**src/rtl/norm2_pkg.sv**
```systemverilog
// rtl/norm2_pkg.sv - shared widths, state encoding and helpers for the norm2 sequencer
package norm2_pkg;

  localparam int ARR_LEN_DEF = 1000;
  localparam int ADDR_W      = 10;
  localparam int DATA_W      = 27;
  localparam int RES_W       = 64;
  localparam int CYC_W       = 32;

  typedef enum logic [2:0] {
    IDLE,
    LOAD,
    ZFILL,
    START,
    RUN,
    DONE
  } state_e;

  function automatic logic [CYC_W-1:0] sat_inc(input logic [CYC_W-1:0] v);
    return (v == '1) ? v : v + 1'b1;
  endfunction

endpackage

```
**src/rtl/norm2_seq_wdog.sv**
```systemverilog
// rtl/norm2_seq_wdog.sv - RUN-cycle watchdog, flags the cycle that reaches TIMEOUT_CYC
module norm2_seq_wdog
  import norm2_pkg::*;
#(
  parameter int TIMEOUT_CYC = 4096
) (
  input  logic clk,
  input  logic rst_n,
  input  logic clr,
  input  logic en,
  output logic expire
);

  localparam int W = $clog2(TIMEOUT_CYC + 1);

  logic [W-1:0] cnt_q, cnt_d;

  always_comb begin
    cnt_d = cnt_q;
    if (clr) begin
      cnt_d = '0;
    end else if (en) begin
      cnt_d = cnt_q + 1'b1;
    end
  end

  always_ff @(posedge clk or negedge rst_n) begin
    if (!rst_n) begin
      cnt_q <= '0;
    end else begin
      cnt_q <= cnt_d;
    end
  end

  assign expire = en && (cnt_q == W'(TIMEOUT_CYC - 1));

endmodule

```
**src/rtl/norm2_seq.sv**
```systemverilog
// rtl/norm2_seq.sv - loads the kernel array RAM, fires the kernel, captures its result
// NORM2_SEQ_TIMEOUT_EN adds a RUN watchdog that aborts after TIMEOUT_CYC cycles.
module norm2_seq
  import norm2_pkg::*;
#(
  parameter int ARR_LEN     = ARR_LEN_DEF,
  parameter int TIMEOUT_CYC = 4096
) (
  input  logic                     clk,
  input  logic                     rst_n,
  input  logic                     cmd_start,
  output logic                     busy,
  input  logic                     in_valid,
  input  logic                     in_last,
  input  logic signed [DATA_W-1:0] in_data,
  output logic                     in_ready,
  output logic                     controlArr,
  output logic                     controlArrWEnable_a,
  output logic [ADDR_W-1:0]        controlArrAddr_a,
  output logic signed [DATA_W-1:0] controlArrWData_a,
  output logic                     r_enable,
  output logic [ADDR_W-1:0]        init_i,
  output logic signed [RES_W-1:0]  init_acc,
  input  logic                     w_enable,
  input  logic signed [RES_W-1:0]  result,
  output logic                     out_valid,
  input  logic                     out_ready,
  output logic signed [RES_W-1:0]  out_data,
  output logic [CYC_W-1:0]         out_cycles,
  output logic                     out_err
);

  // One spare bit lets the count reach ARR_LEN, marking "all addresses issued".
  localparam int                CNT_W = ADDR_W + 1;
  localparam logic [CNT_W-1:0]  LEN_C = CNT_W'(ARR_LEN);
  localparam logic [CYC_W-1:0]  TO_C  = CYC_W'(TIMEOUT_CYC);

  state_e                     state_q, state_d;
  logic [CNT_W-1:0]           cnt_q, cnt_d;
  logic [CYC_W-1:0]           cyc_q, cyc_d;
  logic                       len_err_q, len_err_d;
  logic                       timeout_q, timeout_d;
  logic                       we_q, we_d;
  logic [ADDR_W-1:0]          addr_q, addr_d;
  logic signed [DATA_W-1:0]   wdata_q, wdata_d;
  logic                       r_en_q, r_en_d;
  logic                       out_valid_q, out_valid_d;
  logic signed [RES_W-1:0]    out_data_q, out_data_d;
  logic [CYC_W-1:0]           out_cycles_q, out_cycles_d;
  logic                       expire;
  logic                       accept;

`ifdef NORM2_SEQ_TIMEOUT_EN
  norm2_seq_wdog #(
    .TIMEOUT_CYC(TIMEOUT_CYC)
  ) u_wdog (
    .clk   (clk),
    .rst_n (rst_n),
    .clr   (state_q == START),
    .en    (state_q == RUN),
    .expire(expire)
  );
`else
  assign expire = 1'b0;
`endif

  // in_ready drops once the final beat is in, so the drain cycle lets its write land.
  assign in_ready = (state_q == LOAD) && (cnt_q != LEN_C);
  assign accept   = in_valid && in_ready;

  always_comb begin
    state_d      = state_q;
    cnt_d        = cnt_q;
    cyc_d        = cyc_q;
    len_err_d    = len_err_q;
    timeout_d    = timeout_q;
    we_d         = 1'b0;
    addr_d       = addr_q;
    wdata_d      = wdata_q;
    out_data_d   = out_data_q;
    out_cycles_d = out_cycles_q;
    case (state_q)
      IDLE: begin
        if (cmd_start) begin
          state_d = LOAD;
          cnt_d   = '0;
        end
      end
      LOAD: begin
        if (cnt_q == LEN_C) begin
          state_d = START;
        end else if (accept) begin
          we_d    = 1'b1;
          addr_d  = cnt_q[ADDR_W-1:0];
          wdata_d = in_data;
          cnt_d   = cnt_q + 1'b1;
          if (cnt_q == LEN_C - 1'b1) begin
            if (!in_last) len_err_d = 1'b1;
          end else if (in_last) begin
            state_d = ZFILL;
          end
        end
      end
      ZFILL: begin
        if (cnt_q == LEN_C) begin
          state_d = START;
        end else begin
          we_d    = 1'b1;
          addr_d  = cnt_q[ADDR_W-1:0];
          wdata_d = '0;
          cnt_d   = cnt_q + 1'b1;
        end
      end
      START: begin
        cyc_d   = '0;
        state_d = RUN;
      end
      RUN: begin
        cyc_d = sat_inc(cyc_q);
        if (w_enable) begin
          out_data_d   = result;
          out_cycles_d = sat_inc(cyc_q);
          state_d      = DONE;
        end else if (expire) begin
          out_data_d   = '0;
          out_cycles_d = TO_C;
          timeout_d    = 1'b1;
          state_d      = DONE;
        end
      end
      DONE: begin
        if (out_ready) begin
          len_err_d = 1'b0;
          timeout_d = 1'b0;
          state_d   = IDLE;
        end
      end
      default: state_d = IDLE;
    endcase
    r_en_d      = (state_d == START);
    out_valid_d = (state_d == DONE);
  end

  always_ff @(posedge clk or negedge rst_n) begin
    if (!rst_n) begin
      state_q      <= IDLE;
      cnt_q        <= '0;
      cyc_q        <= '0;
      len_err_q    <= 1'b0;
      timeout_q    <= 1'b0;
      we_q         <= 1'b0;
      addr_q       <= '0;
      wdata_q      <= '0;
      r_en_q       <= 1'b0;
      out_valid_q  <= 1'b0;
      out_data_q   <= '0;
      out_cycles_q <= '0;
    end else begin
      state_q      <= state_d;
      cnt_q        <= cnt_d;
      cyc_q        <= cyc_d;
      len_err_q    <= len_err_d;
      timeout_q    <= timeout_d;
      we_q         <= we_d;
      addr_q       <= addr_d;
      wdata_q      <= wdata_d;
      r_en_q       <= r_en_d;
      out_valid_q  <= out_valid_d;
      out_data_q   <= out_data_d;
      out_cycles_q <= out_cycles_d;
    end
  end

  assign busy                = (state_q != IDLE);
  assign controlArr          = !((state_q == START) || (state_q == RUN));
  assign controlArrWEnable_a = we_q;
  assign controlArrAddr_a    = addr_q;
  assign controlArrWData_a   = wdata_q;
  assign r_enable            = r_en_q;
  assign init_i              = '0;
  assign init_acc            = '0;
  assign out_valid           = out_valid_q;
  assign out_data            = out_data_q;
  assign out_cycles          = out_cycles_q;
  assign out_err             = len_err_q | timeout_q;

endmodule

```
**config.mk**
```make
export PLATFORM = sky130hd
export DESIGN_NAME = norm2_seq
export DESIGN_NICKNAME = d
export VERILOG_FILES = /design/src/rtl/norm2_pkg.sv /design/src/rtl/norm2_seq_wdog.sv /design/src/rtl/norm2_seq.sv
export SDC_FILE = /design/constraint.sdc
export NUM_CORES = 1
export LEC_CHECK = 0
export CAP_MARGIN = 5
export CELL_PAD_IN_SITES_DETAIL_PLACEMENT = 2
export CELL_PAD_IN_SITES_GLOBAL_PLACEMENT = 2
export CORE_ASPECT_RATIO = 1.1
export CORE_MARGIN = 8
export CORE_UTILIZATION = 28
export DETAILED_ROUTE_END_ITERATION = 10
export GPL_ROUTABILITY_DRIVEN = 0
export HOLD_SLACK_MARGIN = 0.12
export PLACE_DENSITY_LB_ADDON = 0.1
export SYNTH_ARGS = -nofsm -noshare
export SYNTH_HDL_FRONTEND = slang
export SYNTH_SLANG_ARGS = --single-unit
```
**constraint.sdc**
```tcl
create_clock -name clk -period 5.4 [get_ports clk]
set_input_delay 1.35 -clock clk [delete_from_list [all_inputs] [get_ports clk]]
set_output_delay 1.35 -clock clk [all_outputs]
set_load 0.05 [all_outputs]
```
==> out/qor_table.md, run 1 <==
| Parameter | Value | Unit |
|:---|:---|:---|
| Result of the run | complete, no violations | - |
| CP Data Arrival Time | 2820 | ps |
| Clock transition at the registers of the reported paths | 70 | ps |
| Number of global-route vias before repair | 8,774 | - |
| Cell Count, Final, Fillers Out | 1,657 | - |
| Length in cells of the worst reg-to-reg path | 7 | - |
| Routed WL | 32,300 | µm |
| Power after layout | 0.00699 | W |
| Setup total negative slack | 0 | ps |
| Power density relative to cell area | 582 | nW/µm² |
| TritonCTS Buffers | 17 | - |
| Worst-case clock buffer depth | 2 | - |
| Number of antenna violations at the first check in global routing | 3 | - |
| Iteration count of the initial detailed-routing pass | 4 | - |
| Vertical die dimension | 204 | µm |
| Busiest metal layer after global routing | met2 | - |
| Post-synthesis xor/xnor area fraction | 0.00971 | - |
| Number of violations of the max-capacitance limit | 0 | - |
| Average cell area after synthesis | 8.89 | µm² |
| Number of H-tree branching levels | 4 | - |
| Share of layout cells above drive strength 1 | 0.0537 | - |
| Largest incremental delay on the critical path | 720 | ps |
| Area delta synth->final | 33.0 | % |
| Kind of launch point of the worst setup path | register | - |
| Via count of the routed design | 8,036 | - |
| Fmax | 240 | MHz |
| Initial Utilization | 0.282 | - |
| Critical path endpoint category | primary output | - |
| Adder and majority cell fraction of the synthesized area | 0.00416 | - |
| Class of the tightest hold or removal check | reg -> reg | - |
| Final Critical Period | 4170 | ps |
| Cells after synthesis | 1,015 | - |
| Row cnt | 69 | - |
| Post-Synth Simple-Gate Area | 0.238 | - |
| Total clock sinks | 183 | - |
| Required time of the worst setup path | 4050 | ps |
| Final setup skew | 14.9 | ps |
| Compound-cell area share of the yosys netlist | 0.130 | - |
| Met3 GRT Util | 0.0404 | - |
| Cell at the root of the clock tree | sky130_fd_sc_hd__clkbuf_16 | - |
| Pins over their slew limit | 0 | - |
| Start point of the worst hold path | out_data[7]$_DFFE_PN0P_ | - |
| Number of instances on the worst hold path | 2 | - |
| Die width | 187 | µm |
| Final count of hold timing violations | 0 | - |
| Std-Cell Core Area | 32,000 | µm² |
| Initial drt markers | 309 | - |
| Via-to-Cell Ratio | 4.85 | - |
| DRT antenna net count | 0 | - |
| Number of synthesized register bits | 183 | - |
| Unrepaired setup endpoints after global routing | no | - |
| Transition time at the pin with the least slew margin | 976 | ps |
| CTS tree | yes | - |
| Resize count post-CTS | 0 | - |
| Leak Pwr | 5.34 | nW |
| Combinational family with the most area after synthesis | simple AND/OR/NAND/NOR gates | - |
| Met1 Usage GRT | 0.200 | - |
| Cell chain of the critical path | nor2_1 -> nand2_1 -> buf_4 -> nand2_1 -> buf_4 -> clkinv_1 -> clkdlybuf4s50_1 | - |
| Fraction of the yosys area taken by sequential cells | 0.508 | - |
| Slowest-stage cell, CP | sky130_fd_sc_hd__clkdlybuf4s50_1 | - |
| Met2 Use GR | 0.286 | - |
| Critical Path Fanout Max | 23 | - |
| Global route total overflow | 0 | - |
| Placed cell count | 1,624 | - |
| Wire length of the first global-routing pass | 50,700 | µm |
| Port Buffers | 237 | - |
| Reg-to-reg setup timing slack | 2240 | ps |
| Post-route DRC violation count | 0 | - |
| Final setup fails | 0 | - |
| Post-synthesis instance area | 9020 | µm² |
| Later-pin clock latency in the skew report | 430 | ps |
| Multi-input combinational cell area | 3830 | µm² |
| Post-detailed-placement half-perimeter wirelength | 23,000 | µm |
| WHS Endpoint | out_data[7]$_DFFE_PN0P_ | - |
| Overall fraction of global-route tracks in use | 0.166 | - |
| Number of synthesis warnings | 0 | - |
| Routed wire length per instance | 19.5 | µm |
| R2R Path End | out_cycles[2]$_DFFE_PN0P_ | - |
| Critical path origin | state_q[0]$_DFF_PN0_ | - |
| Worst vdd rail ir drop | 0.218 | mV |
| Flip-flop cell with the highest count after synthesis | sky130_fd_sc_hd__dfrtp_1 | - |
| Maximum number of pins on one net before global-route repair | 91 | - |
| Mux cell area share after synthesis | 0.00985 | - |
| Worst hold margin | 474 | ps |
| Post-synth EDFFs | 0 | - |
| Total placed instance area | 11,500 | µm² |
| Hold bufs inserted after CTS | 0 | - |
| Post-CTS setup buffers | 0 | - |
| Post-route cell area | 12,000 | µm² |
| Number of nets in the layout | 1,318 | - |
| Area of the die | 38,200 | µm² |
| Register area | 4580 | µm² |
| Post-route fraction of the period consumed by the critical path | 0.772 | - |
| Number of ports placed on the die boundary | 312 | - |
| Ys async rst share | 1.00 | - |
| Post-synth cell types | 66 | - |
| Number of inserted filler cells in the final layout | 3,615 | - |
| Source of the worst register-to-register timing path | cyc_q[0]$_DFFE_PN0N_ | - |
| Worst slew slack as a fraction of its limit | 0.350 | - |
| Path type of the worst setup path | reg -> out | - |
-- synth_stat cells, drive strengths merged, types with 6 or more instances --
master  instances  area [µm²]
clkbuf         47         178
nor4            7        58.8
xnor2           7        61.3
a31oi          58         363
nand4          11        75.1
nand3          28         145
nor2           49         184
mux2            7        78.8
o21ai          71         355
dfrtp         183        4580
o31ai           8        60.1
and2            8        50.1
or3            20         126
nor3           15        75.1
or4            12         101
a21oi           9        45.0
and4            6        53.8
buf            91         672
inv            12        45.0
and3           10        63.8
nand2         289        1080
-- final cells by class --
cell class / instances / share of cell area
Sequential cell: 183 / 0.382
Timing Repair Buffer: 248 / 0.206
Tap cell: 426 / 0.0444
Clock buffer: 19 / 0.0361
Multi-Input combinational cell: 754 / 0.319
Antenna cell: 3 / 0.000626
Inverter: 13 / 0.00407
Clock inverter: 11 / 0.00845
-- worst max-delay path, delay by kind of cell (launching register included) --
| kind | cells | cell delay, ps |
|---|---|---|
| buffers and inverters | 4 | 1410 |
| flip-flops | 1 | 540 |
| AND/OR/NAND/NOR | 3 | 410 |
-- logic make-up (layout without fill, tap and decap cells) --
| group | count (synthesis) | in the layout |
|---|---|---|
| mux | 8 | 8 |
| other cells | 1 | 77 |
| fa+ha+maj | 3 | 3 |
| compound gates | 187 | 187 |
| flops | 183 | 183 |
| simple gates | 472 | 472 |
| xor+xnor | 10 | 10 |
| buf+inv | 151 | 291 |
-- per-stage QoR --
step	util	setup WS, ps
2_1_floorplan	-	2440
3_3_place_gp	0.358	1730
3_5_place_dp	0.358	1690
4_1_cts	0.374	1190
5_1_grt	0.375	1050
6_report	0.375	1230
-- layer usage --
metal | vias up | wire, µm
met5 | - | 0
li1 | 3741 | -
met3 | 26 | 1390
met4 | 0 | 613
met1 | 4058 | 14000
met2 | 211 | 16300
-- where the power goes --
group	total [W]	switching, W	internal [W]
Sequential	0.00211	0.000286	0.00183
Clock	0.00120	0.000566	0.000632
Combinational	0.00368	0.00258	0.00110
Total	0.00699	0.00343	0.00356
-- layout by cell type, fill, tap and decap left out, types with 8 or more instances in the layout --
master and count:
sky130_fd_sc_hd__dfrtp_1 183, sky130_fd_sc_hd__nand4_1 10, sky130_fd_sc_hd__or3_1 19, sky130_fd_sc_hd__a21oi_1 9, sky130_fd_sc_hd__inv_1 11, sky130_fd_sc_hd__conb_1 74, sky130_fd_sc_hd__o21ai_0 71, sky130_fd_sc_hd__clkbuf_16 17
sky130_fd_sc_hd__o31ai_1 8, sky130_fd_sc_hd__nand2_1 288, sky130_fd_sc_hd__nor3_1 15, sky130_fd_sc_hd__and3_1 9, sky130_fd_sc_hd__buf_4 10, sky130_fd_sc_hd__nand3_1 27, sky130_fd_sc_hd__clkdlybuf4s50_1 236, sky130_fd_sc_hd__or4_1 9
sky130_fd_sc_hd__nor2_1 49, sky130_fd_sc_hd__a31oi_1 58
-- sequential cells by signal, summed over array words and instances (netlist names) --
| signal | cells |
|---|---|
| cnt_q | 11 |
| out_cycles | 32 |
| out_valid | 1 |
| controlArrAddr_a | 10 |
| out_data | 64 |
| r_enable | 1 |
| controlArrWEnable_a | 1 |
| state_q | 3 |
| len_err_q | 1 |
| cyc_q | 32 |
| controlArrWData_a | 27 |
-- how the worst max path moves through the flow --
stage / to / slack, ps / cells past startpoint
floorplan: in_ready / 2440 / 4
global placement: controlArr / 1730 / 7
detailed placement: controlArr / 1690 / 7
CTS: controlArr / 1190 / 7
global route: controlArr / 1050 / 7
finish: controlArr / 1230 / 7
Note: power is estimated with default switching activity, not from simulation.
==> inputs of run 2 (changes only) <==
Settings changed: CORE_UTILIZATION 28 to 26.
Clock period 5.4 ns to 4.1 ns, I/O delays scaled along.
==> run 2 against run 1 <==
Compared with the run above: largest cell class unchanged; utilization down 2.1 points; via count shrank 0.31%; critical path type unchanged; sequential power increased by 32%; critical endpoint is now in_ready.
==> out/qor_table.md, run 2 (synthesis results as in run 1) <==
| Parameter | Value | Unit |
|:---|:---|:---|
| TritonCTS Buffers | 17 | - |
| Post-route fraction of the period consumed by the critical path | 0.929 | - |
| Initial Utilization | 0.264 | - |
| Number of nets in the layout | 1,323 | - |
| Setup total negative slack | 0 | ps |
| Later-pin clock latency in the skew report | 440 | ps |
| Number of global-route vias before repair | 8,622 | - |
| Final setup fails | 0 | - |
| Final count of hold timing violations | 0 | - |
| Area delta synth->final | 34.3 | % |
| R2R Path End | cyc_q[27]$_DFFE_PN0N_ | - |
| Kind of launch point of the worst setup path | register | - |
| Iteration count of the initial detailed-routing pass | 4 | - |
| Total clock sinks | 183 | - |
| Max FFs per register | 64 | - |
| Port Buffers | 237 | - |
| Reg-to-reg setup timing slack | 1060 | ps |
| CTS tree | yes | - |
| Vertical die dimension | 211 | µm |
| Fmax | 262 | MHz |
| Die width | 194 | µm |
| Required time of the worst setup path | 3070 | ps |
| Critical Path Fanout Max | 9 | - |
| Number of antenna violations at the first check in global routing | 1 | - |
| Resize count post-CTS | 0 | - |
| Relative contribution of combinational cells to total power | 0.518 | - |
| Overall fraction of global-route tracks in use | 0.159 | - |
| Post-route cell area | 12,100 | µm² |
| CP Data Arrival Time | 2790 | ps |
| Initial drt markers | 290 | - |
| Critical path endpoint category | primary output | - |
| DRT antenna net count | 0 | - |
| Class of the tightest hold or removal check | reg -> reg | - |
| Worst slew slack as a fraction of its limit | 0.391 | - |
| Placed cell count | 1,641 | - |
| Flop pwr share | 0.296 | - |
| Final setup skew | 9.46 | ps |
| Std-Cell Core Area | 34,200 | µm² |
| Source of the worst register-to-register timing path | cyc_q[0]$_DFFE_PN0N_ | - |
| Worst hold margin | 475 | ps |
| Unrepaired setup endpoints after global routing | no | - |
| Via-to-Cell Ratio | 4.79 | - |
| Number of ports placed on the die boundary | 312 | - |
| Transition time at the pin with the least slew margin | 906 | ps |
| Most common library cell in the layout ignoring fill and taps | sky130_fd_sc_hd__nand2_1 | - |
| Hold bufs inserted after CTS | 0 | - |
| Worst-case clock buffer depth | 2 | - |
| Internal Power | 0.00486 | W |
| Global route total overflow | 0 | - |
| Number of violations of the max-capacitance limit | 0 | - |
| Length in cells of the worst reg-to-reg path | 7 | - |
| Via count of the routed design | 8,011 | - |
| Clock transition at the registers of the reported paths | 70 | ps |
| Critical path origin | cnt_q[4]$_DFFE_PN0P_ | - |
| Total placed instance area | 11,500 | µm² |
| Routed WL | 32,900 | µm |
| Area of the die | 40,900 | µm² |
| Number of inserted filler cells in the final layout | 3,821 | - |
| Power density relative to cell area | 775 | nW/µm² |
| Pins over their slew limit | 0 | - |
| Number of H-tree branching levels | 4 | - |
| Endpoint of the most critical setup path | in_ready | - |
| Leak Pwr | 5.40 | nW |
| Power share of the clock group | 0.187 | - |
| Result of the run | complete, no violations | - |
| Routed wire length per instance | 19.6 | µm |
| Utilization of the core after routing | 0.354 | - |
| Path type of the worst setup path | reg -> out | - |
| Row cnt | 71 | - |
| Maximum number of pins on one net before global-route repair | 83 | - |
| Most frequent cells in the layout | sky130_fd_sc_hd__nand2_1, sky130_fd_sc_hd__clkdlybuf4s50_1, sky130_fd_sc_hd__dfrtp_1 | - |
| Wire length of the first global-routing pass | 51,700 | µm |
| Post-detailed-placement half-perimeter wirelength | 23,800 | µm |
| Post-CTS setup buffers | 0 | - |
| Cell Count, Final, Fillers Out | 1,674 | - |
| Net Switching | 0.00453 | W |
| Cell at the root of the clock tree | sky130_fd_sc_hd__clkbuf_16 | - |
| Final Critical Period | 3810 | ps |
| Worst vdd rail ir drop | 0.323 | mV |
| Share of layout cells above drive strength 1 | 0.0583 | - |
| Fraction of power spent switching nets | 0.482 | - |
| Post-route DRC violation count | 0 | - |
run 2: cell count changes in the layout (fill, tap and decap cells not counted), sizes merged:
cell,delta
inv,-2
buf,+6
diode,-2
bufinv,+2
clkinvlp,-2
clkdlybuf4s50,-1
clkinv,-1
clkbuf,+5
run 2: worst min path at each step:
stage,startpoint,end,slack [ps],cells after the start
after floorplan,cyc_q[31]$_DFFE_PN0N_,cyc_q[31]$_DFFE_PN0N_,480,1
after global placement,out_data[45]$_DFFE_PN0P_,out_data[45]$_DFFE_PN0P_,460,2
after detailed placement,out_data[38]$_DFFE_PN0P_,out_data[38]$_DFFE_PN0P_,460,2
after CTS,out_data[38]$_DFFE_PN0P_,out_data[38]$_DFFE_PN0P_,480,2
after global routing,out_data[38]$_DFFE_PN0P_,out_data[38]$_DFFE_PN0P_,500,2
final,out_data[45]$_DFFE_PN0P_,out_data[45]$_DFFE_PN0P_,480,2
run 2: cell type report:
cell class              count  area, µm²  share of cell area
diodes                      1       2.50            0.000207
inverters                  13       48.8             0.00403
repair buffers            253       2510               0.207
multi-input cells         754       3830               0.316
flip-flops and latches    183       4580               0.378
clock buffers              24        482              0.0398
well taps                 438        548              0.0452
clock inverters             8        120             0.00992
run 2: critical path: stages, from the launching register on:
cell and delay [ps]:
sky130_fd_sc_hd__dfrtp_1 480, sky130_fd_sc_hd__or2_1 280, sky130_fd_sc_hd__or4_1 630, sky130_fd_sc_hd__and3b_1 260, sky130_fd_sc_hd__clkdlybuf4s50_1 700
run 2: through the flow:
stage | setup WS [ps] | total power, W
2_1_floorplan | 1470 | 0.00596
3_3_place_gp | 782 | 0.00767
3_5_place_dp | 760 | 0.00776
4_1_cts | 256 | 0.00956
5_1_grt | 171 | 0.00991
6_report | 290 | 0.00939
run 2: layer usage:
layer  part of all wire  up-vias  GRT usage
met5                  0        -          0
met4              0.013        0     0.0443
met3              0.043       23     0.0430
met2               0.50      183      0.275
met1               0.44     4051      0.194
li1                   -     3754          -
run 2: power by group through the flow:
stage	combinational [W]	sequential [W]	clock, W
2_1_floorplan	0.00125	0.00471	0
3_3_place_gp	0.00488	0.00279	0
3_5_place_dp	0.00493	0.00283	0
4_1_cts	0.00495	0.00279	0.00182
5_1_grt	0.00516	0.00288	0.00188
6_report	0.00486	0.00278	0.00175
==> inputs of run 3 (changes only) <==
Settings changed: CELL_PAD_IN_SITES_DETAIL_PLACEMENT 2 to default, CELL_PAD_IN_SITES_GLOBAL_PLACEMENT 2 to default, CORE_UTILIZATION 26 to 46, PLACE_DENSITY from default to 0.81, PLACE_DENSITY_LB_ADDON 0.1 to default.
==> run 3 against run 2 <==
Compared with the run above: critical path depth did not move; count of clock-buffer cells in the layout fell by 6; non-clock buffer count fell by 4; die area fell by 40%; clock power barely moved; global-route usage rose by 4.8 points; sequential cell count did not move; final area fell by 2.0%; sequential power barely moved.
==> out/qor_table.md, run 3 (synthesis results as in run 1) <==
| Parameter | Value | Unit |
|:---|:---|:---|
| Kind of launch point of the worst setup path | register | - |
| Critical Path Fanout Max | 9 | - |
| Net Switching | 0.00448 | W |
| Number of nets in the layout | 1,319 | - |
| CTS tree | yes | - |
| Vertical die dimension | 163 | µm |
| Source of the worst register-to-register timing path | cnt_q[5]$_DFFE_PN0P_ | - |
| Total clock sinks | 183 | - |
| Fmax | 267 | MHz |
| Count of cell instances traversed by the critical path | 4 | - |
| Critical path endpoint category | primary output | - |
| CP Data Arrival Time | 2720 | ps |
| Worst slew slack as a fraction of its limit | 0.192 | - |
| Post-route fraction of the period consumed by the critical path | 0.914 | - |
| Number of violations of the max-capacitance limit | 0 | - |
| Required time of the worst setup path | 3070 | ps |
| Result of the run | complete, no violations | - |
| Final setup skew | 10.6 | ps |
| Slowest-stage cell, CP | sky130_fd_sc_hd__or4_1 | - |
| Routed WL | 25,500 | µm |
| Pins over their slew limit | 0 | - |
| Most common library cell in the layout ignoring fill and taps | sky130_fd_sc_hd__nand2_1 | - |
| Most frequent cells in the layout | sky130_fd_sc_hd__nand2_1, sky130_fd_sc_hd__clkdlybuf4s50_1, sky130_fd_sc_hd__dfrtp_1 | - |
| Multi-input combinational cell area | 3830 | µm² |
| Final Critical Period | 3750 | ps |
| Number of H-tree branching levels | 4 | - |
| Via-to-Cell Ratio | 5.31 | - |
| Unrepaired setup endpoints after global routing | no | - |
| Number of inserted filler cells in the final layout | 1,602 | - |
| Wire length of the first global-routing pass | 40,900 | µm |
| Start point of the worst hold path | out_data[25]$_DFFE_PN0P_ | - |
| Cell chain of the critical path | nand4_1 -> or4_1 -> and3b_1 -> clkdlybuf4s50_1 | - |
| Later-pin clock latency in the skew report | 430 | ps |
| Post-CTS setup buffers | 0 | - |
| Power density relative to cell area | 781 | nW/µm² |
| Family with the most delay on the worst path | simple AND/OR/NAND/NOR gates | - |
| Number of antenna violations at the first check in global routing | 0 | - |
| Fraction of power spent switching nets | 0.483 | - |
| Length in cells of the worst reg-to-reg path | 4 | - |
| Area delta synth->final | 31.6 | % |
| Number of ports placed on the die boundary | 312 | - |
| Cell at the root of the clock tree | sky130_fd_sc_hd__clkbuf_16 | - |
| Worst-case clock buffer depth | 2 | - |
| Leak Pwr | 5.40 | nW |
| Number of instances on the worst hold path | 2 | - |
| Final count of hold timing violations | 0 | - |
| Clock transition at the registers of the reported paths | 70 | ps |
| Share of layout cells above drive strength 1 | 0.0585 | - |
| Final setup fails | 0 | - |
| Buffers plus inverters on the worst setup path | 1 | - |
| Via count of the routed design | 7,853 | - |
| Worst slack after detailed placement | 813 | ps |
| Register area | 4580 | µm² |
| Iteration count of the initial detailed-routing pass | 5 | - |
| Initial Utilization | 0.471 | - |
| TritonCTS Buffers | 17 | - |
| Transition time at the pin with the least slew margin | 1210 | ps |
| Largest incremental delay on the critical path | 700 | ps |
| Setup total negative slack | 0 | ps |
| Post-detailed-placement half-perimeter wirelength | 18,100 | µm |
| Minimum setup slack in the final design | 352 | ps |
| Number of global-route vias before repair | 7,873 | - |
| Post-route DRC violation count | 0 | - |
| Max FFs per register | 64 | - |
| DRT antenna net count | 0 | - |
| Std-Cell Core Area | 19,200 | µm² |
| Area of the die | 24,400 | µm² |
| Resize count post-CTS | 0 | - |
| Die width | 150 | µm |
| Row cnt | 53 | - |
| Hold bufs inserted after CTS | 0 | - |
| Global route total overflow | 0 | - |
| Maximum number of pins on one net before global-route repair | 75 | - |
| Port Buffers | 237 | - |
| Overall fraction of global-route tracks in use | 0.207 | - |
| Critical path origin | cnt_q[5]$_DFFE_PN0P_ | - |
| Final antenna diode count | 0 | - |
| Initial drt markers | 567 | - |
| Power share of the clock group | 0.187 | - |
| Routed wire length per instance | 17.3 | µm |
| Worst vdd rail ir drop | 0.457 | mV |
| Flop pwr share | 0.301 | - |
| Path type of the worst setup path | reg -> out | - |
| Internal Power | 0.00480 | W |
| Relative contribution of combinational cells to total power | 0.513 | - |
| Class of the tightest hold or removal check | reg -> reg | - |
## run 3: changes by cell type in the layout (fill, tap and decap cells not counted), sizes merged, moves of 2 or more
cell / before / now
clkinvlp: 2 / 0
inv: 12 / 20
buf: 17 / 14
clkbuf: 25 / 18
## run 3: final cells by class
cell class              instances  share of cell area
flip-flops and latches        183               0.386
multi-input cells             754               0.322
repair buffers                249               0.210
clock buffers                  18              0.0370
well taps                     247              0.0260
clock inverters                14              0.0150
inverters                      13             0.00411
## run 3: routing by layer
metal	share of wire	global-route usage	vias up
li1	-	-	3749
met1	0.40	0.249	3718
met2	0.48	0.343	347
met3	0.099	0.0684	39
met4	0.019	0.0703	0
met5	0	0	-
## run 3: power by group through the flow
stage | clock network [W] | registers (W) | logic, W
floorplan | 0 | 0.00471 | 0.00125
global placement | 0 | 0.00279 | 0.00472
detailed placement | 0 | 0.00282 | 0.00478
CTS | 0.00176 | 0.00279 | 0.00480
global route | 0.00183 | 0.00287 | 0.00504
finish | 0.00173 | 0.00279 | 0.00475
## run 3: metrics by stage
stage	cell area (µm²)	power, W	std cells	utilization	hold slack, ps
floorplan	9290	0.00596	1088	-	476
global placement	11200	0.00751	1446	0.587	457
detailed placement	11200	0.00760	1446	0.587	461
CTS	11900	0.00935	1478	0.619	479
global route	11900	0.00974	1478	0.619	502
finish	11900	0.00927	1478	0.619	474
## run 3: path summary, 6_finish.rpt
| check | to | slack [ps] |
|---|---|---|
| worst max-delay path | in_ready | 350 |
| worst min-delay path | out_data[25]$_DFFE_PN0P_ | 470 |
| worst max register to register | controlArrAddr_a[4]$_DFFE_PN0P_ | 1140 |
| worst min register to register | out_data[25]$_DFFE_PN0P_ | 470 |
| max in group asynchronous | cyc_q[21]$_DFFE_PN0N_ | 2700 |
| min in group asynchronous | out_cycles[9]$_DFFE_PN0P_ | 540 |
## run 3: tightest hold or removal path, delay by kind of cell (launching register included)
kind	cells	cell delay [ps]
flip-flops	1	340
AND/OR/NAND/NOR	2	110
